### src/rtl/crc_pkg.sv
// crc_pkg: shared definitions for the CRC-8 frame controller.
//   - state_t : frame controller FSM states
//   - mode_t  : frame mode latched at start (generate / check)
//   - default CRC-8 polynomial, initial value and output XOR
package crc_pkg;

  typedef enum logic [1:0] {
    ST_IDLE = 2'd0,
    ST_RUN  = 2'd1,
    ST_GAP  = 2'd2,
    ST_DONE = 2'd3
  } state_t;

  typedef enum logic {
    MODE_GEN   = 1'b0,
    MODE_CHECK = 1'b1
  } mode_t;

  localparam logic [7:0]  CRC8_POLY_DEF   = 8'h07;
  localparam logic [7:0]  CRC8_INIT_DEF   = 8'h00;
  localparam logic [7:0]  CRC8_XOROUT_DEF = 8'h00;
  localparam logic [15:0] BYTE_CNT_MAX    = 16'hFFFF;

endpackage

### src/rtl/crc8_byte.sv
// crc8_byte: combinational one-byte CRC-8 update, MSB-first, non-reflected.
//   crc      in  8  current CRC register
//   data     in  8  byte to fold in
//   crc_next out 8  CRC register after folding data
module crc8_byte
  import crc_pkg::*;
#(
  parameter logic [7:0] POLY = CRC8_POLY_DEF
) (
  input  logic [7:0] crc,
  input  logic [7:0] data,
  output logic [7:0] crc_next
);

  logic [7:0] c;

  always_comb begin
    c = crc ^ data;
    for (int unsigned i = 0; i < 8; i++) begin
      if (c[7]) begin
        c = {c[6:0], 1'b0} ^ POLY;
      end else begin
        c = {c[6:0], 1'b0};
      end
    end
    crc_next = c;
  end

endmodule

### src/rtl/crc_frame_ctrl.sv
// crc_frame_ctrl: sequences a CRC-8 computation over a byte-stream frame.
//   clk, rst             clock, synchronous active-high reset
//   start, check_en      begin a frame (IDLE only); mode 0=generate 1=check
//   abort                drop current frame, back to IDLE, no result
//   s_valid/s_ready      byte handshake; s_data byte, s_last final byte
//   res_valid/res_ready  result handshake
//   res_crc              CRC register ^ XOROUT
//   res_ok               check mode: received CRC matched; generate mode: 1
//   byte_cnt             payload bytes folded this frame (saturating)
//   busy                 controller not in IDLE
module crc_frame_ctrl
  import crc_pkg::*;
#(
  parameter logic [7:0]  POLY     = CRC8_POLY_DEF,
  parameter logic [7:0]  INIT     = CRC8_INIT_DEF,
  parameter logic [7:0]  XOROUT   = CRC8_XOROUT_DEF,
  parameter int unsigned BYTE_GAP = 0
) (
  input  logic        clk,
  input  logic        rst,
  input  logic        start,
  input  logic        check_en,
  input  logic        abort,
  input  logic        s_valid,
  output logic        s_ready,
  input  logic [7:0]  s_data,
  input  logic        s_last,
  output logic        res_valid,
  input  logic        res_ready,
  output logic [7:0]  res_crc,
  output logic        res_ok,
  output logic [15:0] byte_cnt,
  output logic        busy
);

  localparam int unsigned GW = (BYTE_GAP > 1) ? $clog2(BYTE_GAP) : 1;
  localparam logic [GW-1:0] GAP_LOAD = (BYTE_GAP > 0) ? GW'(BYTE_GAP - 1) : '0;

  state_t        state_q, state_d;
  mode_t         mode_q, mode_d;
  logic [7:0]    crc_q, crc_d;
  logic [15:0]   cnt_q, cnt_d;
  logic          ok_q, ok_d;
  logic [GW-1:0] gap_q, gap_d;
  logic          s_ready_q, s_ready_d;
  logic          res_valid_q, res_valid_d;
  logic          busy_q, busy_d;

  logic [7:0]    crc_fold;
  logic          accept;

  crc8_byte #(.POLY(POLY)) u_crc8 (
    .crc      (crc_q),
    .data     (s_data),
    .crc_next (crc_fold)
  );

  // s_ready_q is high exactly while in RUN, so accept needs no
  // combinational path from s_valid back to s_ready.
  assign accept = s_valid & s_ready_q;

  always_comb begin
    state_d = state_q;
    mode_d  = mode_q;
    crc_d   = crc_q;
    cnt_d   = cnt_q;
    ok_d    = ok_q;
    gap_d   = gap_q;

    case (state_q)
      ST_IDLE: begin
        if (start) begin
          crc_d   = INIT;
          cnt_d   = '0;
          mode_d  = mode_t'(check_en);
          gap_d   = '0;
          ok_d    = 1'b0;
          state_d = ST_RUN;
        end
      end

      ST_RUN: begin
        if (abort) begin
          state_d = ST_IDLE;
        end else if (accept) begin
          if (mode_q == MODE_CHECK && s_last) begin
            // Trailing byte is the received CRC: compare, do not fold or count.
            ok_d = ((crc_q ^ XOROUT) == s_data);
          end else begin
            crc_d = crc_fold;
            if (cnt_q != BYTE_CNT_MAX) begin
              cnt_d = cnt_q + 16'd1;
            end
            if (s_last) begin
              ok_d = 1'b1;
            end
          end

          if (s_last) begin
            state_d = ST_DONE;
          end else if (BYTE_GAP != 0) begin
            state_d = ST_GAP;
            gap_d   = GAP_LOAD;
          end
        end
      end

      ST_GAP: begin
        if (abort) begin
          state_d = ST_IDLE;
        end else if (gap_q == '0) begin
          state_d = ST_RUN;
        end else begin
          gap_d = gap_q - GW'(1);
        end
      end

      ST_DONE: begin
        if (abort || res_ready) begin
          state_d = ST_IDLE;
        end
      end

      default: state_d = ST_IDLE;
    endcase

    // Handshake/status outputs are registered from the next state.
    s_ready_d   = (state_d == ST_RUN);
    res_valid_d = (state_d == ST_DONE);
    busy_d      = (state_d != ST_IDLE);
  end

  always_ff @(posedge clk) begin
    if (rst) begin
      state_q     <= ST_IDLE;
      mode_q      <= MODE_GEN;
      crc_q       <= INIT;
      cnt_q       <= '0;
      ok_q        <= 1'b0;
      gap_q       <= '0;
      s_ready_q   <= 1'b0;
      res_valid_q <= 1'b0;
      busy_q      <= 1'b0;
    end else begin
      state_q     <= state_d;
      mode_q      <= mode_d;
      crc_q       <= crc_d;
      cnt_q       <= cnt_d;
      ok_q        <= ok_d;
      gap_q       <= gap_d;
      s_ready_q   <= s_ready_d;
      res_valid_q <= res_valid_d;
      busy_q      <= busy_d;
    end
  end

  assign s_ready   = s_ready_q;
  assign res_valid = res_valid_q;
  assign res_crc   = crc_q ^ XOROUT;
  assign res_ok    = ok_q;
  assign byte_cnt  = cnt_q;
  assign busy      = busy_q;

endmodule

### config.mk
export PLATFORM = sky130hd
export DESIGN_NAME = crc_frame_ctrl
export DESIGN_NICKNAME = d
export VERILOG_FILES = /design/src/rtl/crc_pkg.sv /design/src/rtl/crc8_byte.sv /design/src/rtl/crc_frame_ctrl.sv
export SDC_FILE = /design/constraint.sdc
export NUM_CORES = 1
export LEC_CHECK = 0
export CORE_MARGIN = 4
export CORE_UTILIZATION = 48
export DETAILED_ROUTE_END_ITERATION = 16
export PLACE_DENSITY = 0.79
export SETUP_SLACK_MARGIN = 0.15
export SLEW_MARGIN = 15
export SYNTH_ARGS = -nofsm -noshare
export SYNTH_HDL_FRONTEND = slang
export SYNTH_SLANG_ARGS = --single-unit
export TNS_END_PERCENT = 10
### constraint.sdc
create_clock -name clk -period 2.8 [get_ports clk]
set_clock_uncertainty 0.15 [all_clocks]
set_input_delay 0.84 -clock clk [delete_from_list [all_inputs] [get_ports clk]]
set_output_delay 0.84 -clock clk [all_outputs]
set_load 0.1 [all_outputs]
==> results of run 1 <==
[metal layers]
layer	up-vias	track usage, %	wire (um)	part of all wire (%)
met1	775	23.6	1820	43
met3	4	4.99	209	4.9
met4	0	6.33	46	1.1
li1	864	-	-	-
met5	-	0	0	0
met2	41	35.8	2180	51
[metrics by stage]
step	setup WS, ns	hold slack [ns]	setup TNS, ns
final	0.250	0.334	0
after global routing	0.182	0.356	0
after CTS	0.260	0.336	0
after detailed placement	-0.111	0.322	-0.649
after global placement	-0.0877	0.315	-0.364
after floorplan	0.159	0.293	0
[cells by family after synthesis]
group,count (synthesis),share of synthesized area [%]
multiplexers,1,0.584
adder cells (fa/ha/maj),4,2.92
buffers and inverters,14,3.94
AND/OR/NAND/NOR,82,26.6
XOR/XNOR,21,12.4
flip-flops,31,36.2
AO/OA/AOI/OAI,50,17.4
[critical path, cell delays in order]
cell,delay [ns]
clkdlybuf4s50_1,0.42
xnor2_1,0.44
xnor3_1,0.43
or4_1,0.42
a21oi_1,0.15
[registers in the layout, indices dropped and copies added, names as in the netlist]
name and count:
res_ok 1, state_q 2, s_ready 1, res_valid 1, res_crc 8, byte_cnt 16, mode_q 1, busy 1
[layout make-up]
cell class              count  area (um2)
clock buffers               6        51.3
clock inverters             2        35.0
fillers                   285        1060
inverters                   4        15.0
multi-input cells         158        1030
flip-flops and latches     31         633
well taps                  46        57.6
repair buffers             62         515
[cell usage in the layout (no fill, tap or decap), drive strengths merged, types with 2 or more instances in the layout]
master / synthesis / layout
nand4: 4 / 4
xnor2: 16 / 16
nor3: 2 / 2
or4: 14 / 14
nand2: 14 / 14
inv: 4 / 4
ha: 4 / 4
clkdlybuf4s50: 0 / 15
and2: 4 / 4
and3: 3 / 3
xor2: 3 / 3
clkbuf: 4 / 6
or2: 4 / 4
o31ai: 13 / 13
a21oi: 27 / 27
o21ai: 7 / 7
nand3: 19 / 19
and4: 2 / 2
nor2: 11 / 11
dfxtp: 31 / 31
buf: 6 / 47
[final timing paths]
check	startpoint	to	slack, ns	depth (start not counted)
max	s_data[6]	res_crc[1]	0.25	5
min	res_crc[6]	res_crc[6]	0.33	2
max reg2reg	state_q[0]	byte_cnt[15]	0.64	5
min reg2reg	res_crc[6]	res_crc[6]	0.33	2
[where the power goes]
group          leakage, nW  internal [mW]  switching [mW]
Combinational        0.580          0.131           0.187
Clock               0.0482          0.211           0.167
Sequential           0.256          0.455          0.0161
==> summary.txt, run 1 <==
Outcome
  • Status: finished clean

Synth
  • Post-Syn Area: 1710 um2
  • Most frequent cells after synthesis: dfxtp_1, a21oi_1, nand3_1
  • Post-synthesis net count: 223
  • Area leader, netlist: dfxtp_1
  • Top cell type's share of synthesized area: 36.2%
  • Asr flop ratio synth: 0%
  • Area contributors post-synth: dfxtp_1, xnor2_1, a21oi_1
  • Synth Instances: 203
  • Count leader, synth: dfxtp_1
  • EDFF count, synth: 0
  • Syn_area_per_cell: 8.44 um2
  • Yosys warns: 0
  • Number of synthesized register bits: 31
  • Synth Flop Type: dfxtp_1
  • Post-synthesis sequential area ratio: 36.2%
  • Yosys cell types: 37

Worst setup path
  • Worst Path Required: 2.93 ns
  • Worst setup EP type: flop
  • Setup CP Type: input pin to flop
  • WP data arrival: 2.68 ns
  • CP Launch Type: input pin
  • Crit Path Max Fanout: 4

Global route
  • Initial antenna violation count: 0
  • First-pass GRT wire length: 7000 um
  • Vias in the first global route: 1575
  • GR Overflow Total: 0
  • Pin count of the biggest net entering global routing: 21
  • Gr usage total: 20.2%

Clock tree
  • Clock transition at path regs: 0.11 ns
  • Max Buffers Root-to-Sink: 2
  • Later-pin clock latency in the skew report: 0.34 ns
  • Root Buffer Master: clkbuf_4
  • CTS sink cnt: 31
  • CTS tree: built
  • CTS Buf Count: 5
  • Setup Buffers After CTS: 0
  • Post_cts resized: 0
  • Hold-fix buffers, CTS: 0
  • CTS H-Tree Depth: 2

STA
  • Transition time of the tightest slew-check pin: 0.520 ns
  • Period utilization: 91.1%
  • Max Fclk: 0.392 GHz
  • Final-report hold violation count: 0
  • RSZ-0062 raised after global routing: false
  • Minimum clock period: 2.55 ns
  • Worst rel slew slack: 65.1%
  • Final setup viols: 0
  • Max-slew violations: 0

Placed design
  • DP Area: 2250 um2
  • Cells after DPL: 301
  • Hpwl dp: 3130 um
  • Routability cong.: 0.840
  • IO buf count: 43

Final layout
  • Final Instance Count excl. Fillers: 309
  • Final #Nets: 282
  • Post-layout util: 68.8%
  • Antenna cells: 0
  • Fraction of layout cells with a size suffix above 1: 27.0%
  • Design Area, Final: 2330 um2
  • Layout Area Growth over Synthesis: 36.1%

Route
  • Drt total wl: 4250 um
  • Starting DRT DRC Count: 115
  • Vias: 1684
  • Detail Route Antenna Nets: 0
  • DRT Pass-1 Iters: 4
  • Routed len/inst: 13.8 um
  • DRC: 0
  • Via-to-Cell Ratio: 5.45

Power
  • Pwr/cell area: 500 nW/um2
  • Total chip power: 1.17 mW
  • Static Leakage: 0.884 nW
  • Worst VDD drop: 284 uV

Hold path
  • Hold crit path type: flop to flop

Floorplan
  • Io pins: 44
  • Starting density of the core: 50.6%
  • Die Ht: 67.8 um
  • Standard-cell rows: 21
  • Core Footprint: 3390 um2
  • Die width: 67.8 um
  • Die area: 4590 um2

Run
  • Max_cap viols: 0
No activity file was read; power rests on OpenSTA's default activity.
==> inputs of run 2 (changes only) <==
--- a/config.mk
+++ b/config.mk
@@ -6,9 +6,9 @@
 export NUM_CORES = 1
 export LEC_CHECK = 0
 export CORE_MARGIN = 4
-export CORE_UTILIZATION = 48
+export CORE_UTILIZATION = 44
 export DETAILED_ROUTE_END_ITERATION = 16
-export PLACE_DENSITY = 0.79
+export PLACE_DENSITY = 0.76
 export SETUP_SLACK_MARGIN = 0.15
 export SLEW_MARGIN = 15
 export SYNTH_ARGS = -nofsm -noshare
==> constraint.sdc (replaced) <==
create_clock -name clk -period 2.2 [get_ports clk]
set_clock_uncertainty 0.15 [all_clocks]
set_input_delay 0.44 -clock clk [delete_from_list [all_inputs] [get_ports clk]]
set_output_delay 0.44 -clock clk [all_outputs]
set_load 0.1 [all_outputs]
==> summary.txt, run 2 (same netlist as run 1, synthesis figures left out) <==
Power
  • Static Leakage: 0.979 nW (+11%)
  • Clock network fraction of design power: 35.0% (+2.6 points)
  • Logic pwr share: 27.8% (+0.6 points)
  • P_sw: 0.495 mW (+34%)
  • Internal Power: 1.09 mW (+37%)
  • Worst VDD drop: 451 uV (+59%)
  • Reg power frac: 37.3% (-3.1 points)
  • Switch share: 31.3% (-0.46 points)
  • Pwr/cell area: 624 nW/um2 (+25%)
  • Total chip power: 1.58 mW (+36%)

Route
  • Via-to-Cell Ratio: 5.44 (-0.19%)
  • Starting DRT DRC Count: 77 (-33%)
  • DRC: 0 (unchanged)
  • Routed len/inst: 13.9 um (+0.65%)
  • Vias: 1746 (+3.7%)
  • DRT Pass-1 Iters: 4 (unchanged)
  • Detail Route Antenna Nets: 0 (unchanged)
  • Drt total wl: 4450 um (+4.6%)

Worst setup path
  • CP top delay family: simple AND/OR/NAND/NOR gates
  • CP peak stage delay: 0.48 ns (+0.04 ns)
  • Crit path buf inv count: 1 (unchanged)
  • Critical path's slowest cell: or4_1
  • CP Launch Type: flop
  • WP data arrival: 2.08 ns (-0.60 ns)
  • Crit Path Max Fanout: 16 (+12)
  • Worst setup EP type: flop
  • Worst Path Required: 2.27 ns (-0.66 ns)
  • Setup CP Type: flop to flop
  • CP cell instances: ha_1 -> and2_1 -> nand4_1 -> nor2_1 -> buf_4 -> or4_1 -> a21oi_1

Placed design
  • Routability cong.: 0.875 (+4.1%)
  • IO buf count: 43 (unchanged)
  • Hpwl dp: 3250 um (+3.7%)
  • Pre-CTS setup slack: -0.324 ns (-0.213 ns)

STA
  • RSZ-0062 raised after global routing: true
  • Period utilization: 91.6%
  • PnR worst setup slack: 0.186 ns (-0.0641 ns)
  • Transition time of the tightest slew-check pin: 0.306 ns (-0.214 ns)
  • Final setup viols: 0 (unchanged)
  • Final-report hold violation count: 0 (unchanged)
  • Max-slew violations: 0 (unchanged)
  • Max Fclk: 0.496 GHz
  • Minimum clock period: 2.01 ns
  • Worst rel slew slack: 79.4% (+14 points)

Clock tree
  • Later-pin clock latency in the skew report: 0.29 ns (-0.05 ns)
  • Root Buffer Master: clkbuf_8
  • CTS Buf Count: 5 (unchanged)
  • CTS tree: built
  • Clock transition at path regs: 0.07 ns (-0.04 ns)
  • CTS sink cnt: 31 (unchanged)
  • CTS H-Tree Depth: 2 (unchanged)
  • Max Buffers Root-to-Sink: 2 (unchanged)

Global route
  • First-pass GRT wire length: 7490 um (+7.0%)
  • GR Overflow Total: 0 (unchanged)
  • Gr usage total: 18.6% (-1.6 points)
  • Vias in the first global route: 1687 (+7.1%)
  • Initial antenna violation count: 0 (unchanged)
  • Pin count of the biggest net entering global routing: 21 (unchanged)

Final layout
  • Largest register FFs: 16 (unchanged)
  • Commonest non-fill, non-tap cell in the layout: buf_4
  • Fraction of layout cells with a size suffix above 1: 38.5% (+11 points)
  • Final #Nets: 292 (+3.5%)
  • Antenna cells: 0 (unchanged)
  • Commonest non-fill, non-tap cells in the layout: buf_4, a21oi_1, nand3_1, xnor2_1, nand2_1
  • Layout Area Growth over Synthesis: 48.2%

Outcome
  • Status: finished clean

Run
  • Max_cap viols: 0 (unchanged)

Floorplan
  • Die width: 70.4 um (+3.9%)
  • Io pins: 44 (unchanged)
  • Die Ht: 70.4 um (+3.9%)
  • Standard-cell rows: 22 (+4.8%)
  • Die area: 4960 um2 (+8.0%)
  • Starting density of the core: 46.1% (-4.4 points)
  • Core Footprint: 3720 um2 (+9.6%)

Hold path
  • Hold crit path type: flop to flop
## run 2: final cells by class
cell class                      count  area, um2
Inverter                            4       15.0
Timing Repair Buffer               72        589
Tap cell                           48       60.1
Multi-Input combinational cell    158       1090
Clock inverter                      3       38.8
Sequential cell                    31        676
Fill cell                         310       1180
Clock buffer                        5       68.8
## run 2: stage by stage
stage               cells  TNS [ns]  instance area, um2  hold slack, ns  utilization [%]
floorplan             203    -0.211                1770           0.293                -
global placement      307     -3.42                2320           0.306             62.5
detailed placement    307     -4.03                2320           0.315             62.5
CTS                   320         0                2480           0.325             66.7
global route          321         0                2540           0.351             68.4
finish                321         0                2540           0.318             68.4
## run 2: timing repair
item | in CTS | in global routing
setup endpoints to repair | 15 | 19
gates resized for setup | 7 | 13
buffers inserted | 5 | 1
pin swaps | 7 | 3
hold buffers | 0 | 0
## run 2: tightest hold or removal path: cells and delay by family (launching register included)
kind / cells / cell delay [ns]
flip-flops: 1 / 0.33
AO/OA/AOI/OAI: 1 / 0.05
AND/OR/NAND/NOR: 1 / 0.05
## run 2: power groups by stage
stage / logic, mW / clock network [mW] / registers, mW
final: 0.440 / 0.554 / 0.590
after global routing: 0.470 / 0.589 / 0.593
after detailed placement: 0.421 / 0 / 0.601
after floorplan: 0.178 / 0 / 0.699
after global placement: 0.416 / 0 / 0.600
after CTS: 0.436 / 0.568 / 0.589
## run 2: layer usage
| layer | part of all wire, % | global-route usage, % | wire, um |
|---|---|---|---|
| met2 | 47 | 31.7 | 2110 |
| met3 | 6.0 | 3.88 | 268 |
| met4 | 1.3 | 8.30 | 60 |
| met5 | 0 | 0 | 0 |
| met1 | 45 | 22.2 | 2010 |
## run 2: worst paths after layout
check | slack (ns) | startpoint | depth (start not counted) | to
hold / removal | 0.32 | res_crc[5] | 2 | res_crc[5]
setup reg to reg | 0.19 | byte_cnt[0] | 7 | byte_cnt[6]
setup / recovery | 0.19 | byte_cnt[0] | 7 | byte_cnt[6]
hold reg to reg | 0.32 | res_crc[5] | 2 | res_crc[5]
==> inputs of run 3 (changes only) <==
--- a/config.mk
+++ b/config.mk
@@ -5,11 +5,12 @@
 export SDC_FILE = /design/constraint.sdc
 export NUM_CORES = 1
 export LEC_CHECK = 0
+export ABC_AREA = 1
 export CORE_MARGIN = 4
-export CORE_UTILIZATION = 44
+export CORE_UTILIZATION = 53
 export DETAILED_ROUTE_END_ITERATION = 16
-export PLACE_DENSITY = 0.76
-export SETUP_SLACK_MARGIN = 0.15
+export PLACE_DENSITY = 0.84
+export SETUP_SLACK_MARGIN = 0.1
 export SLEW_MARGIN = 15
 export SYNTH_ARGS = -nofsm -noshare
 export SYNTH_HDL_FRONTEND = slang
==> constraint.sdc (replaced) <==
create_clock -name clk -period 2.35 [get_ports clk]
set_clock_uncertainty 0.15 [all_clocks]
set_input_delay 0.47 -clock clk [delete_from_list [all_inputs] [get_ports clk]]
set_output_delay 0.47 -clock clk [all_outputs]
set_load 0.1 [all_outputs]
==> summary.txt, run 3 <==
Global route
  • Vias in the first global route: 1746 (+3.5%)
  • GR Overflow Total: 0 (unchanged)
  • Gr usage total: 20.6% (+2.0 points)
  • Pin count of the biggest net entering global routing: 16 (-24%)
  • First-pass GRT wire length: 7230 um (-3.5%)
  • Initial antenna violation count: 0 (unchanged)

Clock tree
  • Setup Buffers After CTS: 0 (-5)
  • Clock transition at path regs: 0.09 ns (+0.02 ns)
  • CTS tree: built
  • CTS Buf Count: 5 (unchanged)
  • Later-pin clock latency in the skew report: 0.33 ns (+0.04 ns)
  • CTS sink cnt: 31 (unchanged)
  • Post_cts resized: 0 (-7)
  • Root Buffer Master: clkbuf_4
  • Max Buffers Root-to-Sink: 2 (unchanged)
  • Hold-fix buffers, CTS: 0 (unchanged)
  • CTS H-Tree Depth: 2 (unchanged)

Placed design
  • IO buf count: 43 (unchanged)
  • Pre-CTS setup slack: 0.102 ns (+0.426 ns)
  • Routability cong.: 0.808 (-7.7%)
  • Hpwl dp: 3190 um (-1.8%)

Route
  • Via-to-Cell Ratio: 4.96 (-8.9%)
  • DRT Pass-1 Iters: 4 (unchanged)
  • DRC: 0 (unchanged)
  • Starting DRT DRC Count: 130 (+69%)
  • Drt total wl: 4030 um (-9.5%)
  • Routed len/inst: 10.6 um (-23%)
  • Vias: 1874 (+7.3%)
  • Detail Route Antenna Nets: 0 (unchanged)

Synth
  • Post-synthesis compound-gate area fraction: 11.7% (-5.7 points)
  • Area leader, netlist: dfxtp_1
  • Top cell type's share of synthesized area: 33.5% (-2.7 points)
  • Adder-Cell Fraction of Synth Area: 2.70% (-0.22 points)
  • Area contributors post-synth: dfxtp_1, nand2_1, inv_1
  • Number of synthesized register bits: 31 (unchanged)
  • Yosys cell types: 37 (unchanged)
  • EDFF count, synth: 0 (unchanged)
  • Syn_area_per_cell: 6.55 um2 (-22%)
  • Post-Synth XOR/XNOR Area: 3.78% (-8.6 points)
  • Synth Flop Type: dfxtp_1
  • Synth Instances: 283 (+39%)
  • Post-synthesis net count: 303 (+36%)
  • Simple-Gate Fraction of Synth Area: 38.4% (+12 points)
  • Largest family of logic cells by synthesized area: simple AND/OR/NAND/NOR gates
  • Asr flop ratio synth: 0% (unchanged)
  • Most frequent cells after synthesis: nand2_1, inv_1, dfxtp_1
  • Post-synthesis mux area share: 0% (-0.58 points)
  • Post-Syn Area: 1850 um2 (+8.2%)
  • Yosys warns: 0 (unchanged)
  • Post-synthesis sequential area ratio: 33.5% (-2.7 points)
  • Count leader, synth: nand2_1

STA
  • Minimum clock period: 1.90 ns
  • PnR worst setup slack: 0.449 ns (+0.263 ns)
  • Setup TNS: 0 ns (unchanged)
  • Worst rel slew slack: 73.9% (-5.5 points)
  • Transition time of the tightest slew-check pin: 0.389 ns (+0.0827 ns)
  • Final setup viols: 0 (unchanged)
  • RSZ-0062 raised after global routing: false
  • Max-slew violations: 0 (unchanged)
  • Max Fclk: 0.526 GHz
  • Final-report hold violation count: 0 (unchanged)
  • Period utilization: 80.9%

Floorplan
  • Io pins: 44 (unchanged)
  • Die area: 4510 um2 (-9.1%)
  • Standard-cell rows: 21 (-4.5%)
  • Core Footprint: 3360 um2 (-9.5%)
  • Starting density of the core: 55.1% (+9.0 points)
  • Die width: 67.2 um (-4.6%)
  • Die Ht: 67.2 um (-4.6%)

Final layout
  • FILL cells: 334 (+7.7%)
  • Reg area: 629 um2 (-6.9%)
  • Multi-input logic area: 1050 um2 (-4.0%)
  • Antenna cells: 0 (unchanged)
  • Commonest non-fill, non-tap cell in the layout: nand2_1
  • Commonest non-fill, non-tap cells in the layout: nand2_1, inv_1, buf_4, dfxtp_1, nand3_1
  • Layout Area Growth over Synthesis: 25.4%
  • Largest register FFs: 16 (unchanged)
  • Final #Nets: 353 (+21%)
  • Fraction of layout cells with a size suffix above 1: 20.2% (-18 points)

Power
  • Worst VDD drop: 380 uV (-16%)
  • Pwr/cell area: 516 nW/um2 (-17%)
  • Static Leakage: 1.04 nW (+6.3%)

Outcome
  • Status: finished clean

Worst setup path
  • CP cell instances: clkdlybuf4s50_1 -> nand2_1 -> o21ai_2 -> nand2_4 -> a21oi_4 -> buf_4 -> nand4_1 -> nand2_1 -> nor2_1
  • Critical path's slowest cell: clkdlybuf4s50_1
  • CP peak stage delay: 0.45 ns (-0.03 ns)
  • WP data arrival: 1.97 ns (-0.11 ns)
  • Setup CP Type: input pin to flop
  • Worst Path Required: 2.42 ns (+0.15 ns)
  • CP Launch Type: input pin
  • Most used cell, CP: nand2_1
  • Crit Path Max Fanout: 12 (-4)
  • FF-to-FF setup slack: 0.50 ns (+0.31 ns)
  • Worst setup EP type: flop

Run
  • Max_cap viols: 0 (unchanged)

Hold path
  • Hold crit path type: flop to flop
==> run 3: cells by family after synthesis <==
logic type      count (synthesis)
xor+xnor                        8
fa+ha+maj                       4
compound gates                 36
simple gates                  160
flops                          31
buf+inv                        44
==> run 3: critical path, delay by kind of cell <==
family / cells / cell delay [ns]
simple gates: 5 / 0.36
compound gates: 2 / 0.50
buf+inv: 2 / 0.65
==> run 3: worst paths after layout <==
| path | start | end | depth (start not counted) |
|---|---|---|---|
| max reg2reg | byte_cnt[0] | byte_cnt[13] | 9 |
| min reg2reg | byte_cnt[6] | byte_cnt[6] | 2 |
| max | s_valid | byte_cnt[14] | 9 |
| min | byte_cnt[6] | byte_cnt[6] | 2 |
==> run 3: power by group <==
part | switching [mW] | leakage (nW) | internal, mW
combinational | 0.240 | 0.762 | 0.119
sequential | 0.0159 | 0.255 | 0.542
clock | 0.175 | 0.0242 | 0.106
total | 0.431 | 1.04 | 0.768
==> run 3: final cells by class <==
type | count | area share, %
Clock buffer | 6 | 1.78
Inverter | 39 | 6.46
Sequential cell | 31 | 27.1
Tap cell | 46 | 2.48
Timing Repair Buffer | 48 | 17.1
Multi-Input combinational cell | 208 | 45.1
==> run 3: metrics by stage <==
stage	cells	hold slack, ns	total power [mW]	area [um2]	utilization (%)
after global placement	372	0.300	0.925	2280	67.9
after CTS	378	0.319	1.20	2320	69.1
final	378	0.318	1.20	2320	69.1
after floorplan	283	0.305	0.843	1860	-
after global routing	378	0.346	1.25	2320	69.1
after detailed placement	372	0.305	0.931	2280	67.9
==> run 3: metal layers <==
metal / wire, um / vias up / share of wire, % / global-route usage (%)
met5: 0 / - / 0 / 0
li1: - / 992 / - / -
met1: 1750 / 832 / 43 / 24.4
met3: 238 / 7 / 5.9 / 4.49
met4: 50 / 0 / 1.2 / 8.86
met2: 1990 / 43 / 49 / 35.7
